--- src/rtl/cnt_pkg.sv ---
// Shared constants for the up/down counter family: saturation mode
// selectors and the common modulus values.
package cnt_pkg;

   // Behaviour at terminal count
   localparam int MODE_WRAP = 0;   // roll over to the opposite end
   localparam int MODE_SAT  = 1;   // hold at terminal count, flag sat

   // Frequently used moduli
   localparam int DECADE  = 10;
   localparam int BINARY4 = 16;

endpackage : cnt_pkg

--- src/rtl/updn_counter.sv ---
// Synchronous modulo-N up/down counter with load, clear, dual count
// enables (ent/enp), combinational ripple carry for cascading, a
// registered wrap pulse and a registered saturation flag.
module updn_counter
   import cnt_pkg::*;
#(
   parameter int WIDTH     = 4,
   parameter int MODULUS   = 2**WIDTH,
   parameter int SATURATE  = MODE_WRAP,
   parameter int RESET_VAL = 0
) (
   input  logic             clk,
   input  logic             rst,
   input  logic             clr,
   input  logic             load,
   input  logic [WIDTH-1:0] p,
   input  logic             ent,
   input  logic             enp,
   input  logic             up,
   output logic [WIDTH-1:0] q,
   output logic             rco,
   output logic             wrap,
   output logic             sat
);

   localparam int               WP1     = WIDTH + 1;
   localparam logic [WIDTH-1:0] MAX_Q   = WIDTH'(MODULUS - 1);
   localparam logic [WIDTH-1:0] RST_Q   = WIDTH'(RESET_VAL);
   localparam logic [WIDTH-1:0] ONE     = WIDTH'(1);
   // One bit wider so MODULUS == 2**WIDTH is representable
   localparam logic [WIDTH:0]   MOD_EXT = WP1'(MODULUS);
   localparam bit               SAT_EN  = (SATURATE == MODE_SAT);

   logic [WIDTH-1:0] q_reg;
   logic             wrap_reg;
   logic             sat_reg;

   logic             at_max;
   logic             at_zero;
   logic             tc;
   logic             count_en;
   logic [WIDTH-1:0] p_clamped;
   logic [WIDTH-1:0] q_up;
   logic [WIDTH-1:0] q_dn;

   assign at_max   = (q_reg == MAX_Q);
   assign at_zero  = (q_reg == '0);

   // Terminal count in the current direction; rco is purely combinational
   // so a cascade of stages advances on the same edge.
   assign tc       = up ? at_max : at_zero;
   assign rco      = ent & tc;

   // load and clr both pre-empt counting
   assign count_en = ent & enp & ~load & ~clr;

   // Out-of-range preset values are clamped to the top of the range
   assign p_clamped = ({1'b0, p} >= MOD_EXT) ? MAX_Q : p;

   // Wrapped single steps; never leave the 0..MODULUS-1 range
   assign q_up = at_max  ? '0    : q_reg + ONE;
   assign q_dn = at_zero ? MAX_Q : q_reg - ONE;

   // Count state: priority rst > clr > load > count > hold
   always_ff @(posedge clk) begin
      if (rst || clr) begin
         q_reg    <= RST_Q;
         wrap_reg <= 1'b0;
         sat_reg  <= 1'b0;
      end else if (load) begin
         q_reg    <= p_clamped;
         wrap_reg <= 1'b0;
         sat_reg  <= 1'b0;
      end else if (count_en) begin
         if (tc && SAT_EN) begin
            // Blocked at the end of the range: hold and flag it
            wrap_reg <= 1'b0;
            sat_reg  <= 1'b1;
         end else begin
            q_reg    <= up ? q_up : q_dn;
            wrap_reg <= tc;
            sat_reg  <= 1'b0;
         end
      end else begin
         wrap_reg <= 1'b0;
      end
   end

   assign q    = q_reg;
   assign wrap = wrap_reg;
   assign sat  = sat_reg;

endmodule : updn_counter

--- config.mk ---
export PLATFORM = sky130hd
export DESIGN_NAME = updn_counter
export DESIGN_NICKNAME = d
export VERILOG_FILES = /design/src/rtl/cnt_pkg.sv /design/src/rtl/updn_counter.sv
export SDC_FILE = /design/constraint.sdc
export NUM_CORES = 1
export LEC_CHECK = 0
export CORE_AREA = 2 2 39 41
export DETAILED_ROUTE_END_ITERATION = 7
export DIE_AREA = 0 0 41 43
export HOLD_SLACK_MARGIN = 0.05
export SLEW_MARGIN = 20
export SYNTH_ARGS = -nofsm -noshare
export SYNTH_HDL_FRONTEND = slang
export SYNTH_SLANG_ARGS = --single-unit
--- constraint.sdc ---
create_clock -name clk -period 2.5 [get_ports clk]
set_clock_uncertainty 0.1 [all_clocks]
set_input_delay 0.75 -clock clk [delete_from_list [all_inputs] [get_ports clk]]
set_output_delay 0.75 -clock clk [all_outputs]
set_load 0.01 [all_outputs]
==> results.json, run 1 <==
{
  "drc_errors": 0,
  "min_period_over_period_pct": 98.34,
  "hpwl_um": 870.3,
  "power_w": 0.0002629,
  "cts_tree": "yes",
  "regArea_um2": 100.1,
  "postRouteAntennaNets": 0,
  "syn_nets": 68,
  "drt-initial-drc-count": 17,
  "fill_cells": 141,
  "io_buffers": 16,
  "rsz0062_at_grt": "no",
  "slew_violations": 0,
  "ys_seq_area_share_pct": 23.19,
  "fin_nets": 96,
  "clock.fmax_mhz": 406.7,
  "vias": 473,
  "gp_congestion": 0.6986,
  "overflow": 0,
  "async_flop_share_pct": 0,
  "core_area_um2": 1384,
  "grt_max_degree": 10,
  "ir_worst_vdd_mv": 0.2290,
  "largest_reg_flops": 4,
  "dr.pass1.iters": 3,
  "antenna_cells": 0,
  "cts_buffer_depth": 2,
  "root_buffer": "clkbuf_4",
  "first_global_vias": 441,
  "ios": 18,
  "routed_wl_um": 1098,
  "synth_enable_flop_cells": 0,
  "startpoint_type": "primary input",
  "cts.sinks": 5,
  "ys_types": 34,
  "drv_cap": 0,
  "multi_input_area_um2": 291.5,
  "syn_inst": 55,
  "hold_path.class": "flop to flop",
  "leakage_nw": 0.3053,
  "antenna_found_initial": 0,
  "syn_area_per_cell_um2": 7.848,
  "synth_warnings": 0,
  "powerDensity_nw_per_um2": 377.8,
  "grt.total_usage_pct": 15.15,
  "die_h_um": 43,
  "start_util_pct": 31.19,
  "numCtsBuffers": 3,
  "cp_max_fo": 2,
  "setup-violations-final": 0,
  "outcome": "complete, no violations",
  "die-area_um2": 1763,
  "final.min_clock_period_ns": 2.459,
  "worstSkewPairLatency_ns": 0.25,
  "hold_slack_ns": 0.6122,
  "setup.worst_path.class": "primary input to output port",
  "endpoint_kind": "output port",
  "clk_pin_slew_ns": 0.05,
  "routed_via_density": 4.827,
  "fp-row-count": 14,
  "hold_buffers": 0,
  "drive_gt1_share_pct": 28.05,
  "tns_ns": 0,
  "ys_ff_latch": 5,
  "worstPathArrival_ns": 1.61,
  "grt_pass1_wl_um": 1814,
  "hold_viol": 0,
  "wl_per_cell_um": 11.20,
  "required_ns": 1.65,
  "die_w_um": 41,
  "htreeDepth": 1,
  "ys.flop_type": "dfxtp_1",
  "syn_area_um2": 431.7,
  "syn_to_final_growth_pct": 61.16
}
[synthesized netlist by cell type, types with 2 or more instances]
master | n | share of area (%)
buf_2 | 2 | 2.3
nand2_1 | 3 | 2.6
nor2b_1 | 2 | 2.9
dfxtp_1 | 5 | 23
o21ai_0 | 2 | 2.3
a21oi_1 | 2 | 2.3
a31oi_1 | 5 | 7.2
nor2_1 | 5 | 4.3
ha_1 | 2 | 5.8
nor3_1 | 2 | 2.3
inv_1 | 2 | 1.7
[final timing paths]
| kind | startpoint | slack, ns | cells after the start | to |
|---|---|---|---|---|
| setup / recovery | up | 0.04 | 5 | rco |
| hold / removal | q[1] | 0.61 | 3 | q[1] |
| hold reg to reg | q[1] | 0.61 | 3 | q[1] |
| setup reg to reg | q[0] | 0.80 | 7 | q[0] |
[kinds of logic (layout without fill, tap and decap cells)]
group	after synthesis	count (layout)	share of synthesized area (%)
other	1	1	0.8687
AND/OR/NAND/NOR	21	21	28.70
adder cells (fa/ha/maj)	2	2	5.796
AO/OA/AOI/OAI	16	16	26.96
buffers and inverters	8	35	10.14
multiplexers	1	1	2.319
XOR/XNOR	1	1	2.029
flip-flops	5	5	23.19
[where the power goes]
| group | internal (W) | total (W) | leakage (nW) | switching, W |
|---|---|---|---|---|
| Clock | 0.0000605 | 0.0000959 | 0.0150 | 0.0000354 |
| Sequential | 0.0000830 | 0.0000849 | 0.0408 | 0.00000183 |
| Combinational | 0.0000477 | 0.0000821 | 0.250 | 0.0000344 |
[layer usage]
layer	global-route usage [%]	share of wire, %	up-vias	wire length, µm
met3	7.853	5.6	0	61
met1	19.23	47	204	516
met4	4.000	0	0	0
met5	0	0	-	0
li1	-	-	254	-
met2	21.88	47	15	520
[placed cells by master, fill, tap and decap left out, types with 2 or more instances in the layout]
master            n
a21oi_1           2
dfxtp_1           5
inv_1             2
o21ai_0           2
ha_1              2
nor2_1            5
a31oi_1           5
clkdlybuf4s50_1  14
buf_4            12
nor2b_1           2
nor3_1            2
nand2_1           3
clkbuf_4          3
[critical path: stages]
cell	delay, ns
buf_6	0.09
or3b_4	0.37
o21ai_2	0.14
and2_1	0.14
buf_2	0.12
[area by class of cell]
class,instances,share of cell area (%)
well taps,16,2.878
inverters,3,1.619
clock buffers,4,3.777
flip-flops and latches,5,14.39
multi-input cells,42,41.91
repair buffers,28,35.43
[timing repair]
| item | in CTS | in global routing |
|---|---|---|
| setup endpoints to repair | 1 | 1 |
| pin swaps | 3 | 3 |
| setup buffers | 0 | 1 |
| resized for setup | 10 | 0 |
[through the flow]
stage	cells	util, %	instance area [µm²]	setup WS (ns)
final	98	50.27	695.7	0.04142
after global routing	98	50.27	695.7	0.005019
after CTS	97	49.73	688.2	-0.002560
after floorplan	55	-	431.7	0.08133
after global placement	93	47.83	661.9	-0.7458
after detailed placement	93	47.83	661.9	-0.7557
Power figures use the tool's default switching activity.
==> inputs of run 2 (changes only) <==
TNS_END_PERCENT = 30   (was unset)
==> results of run 2 <==
No change in the layout: final DEF, timing and power equal those of run 1.
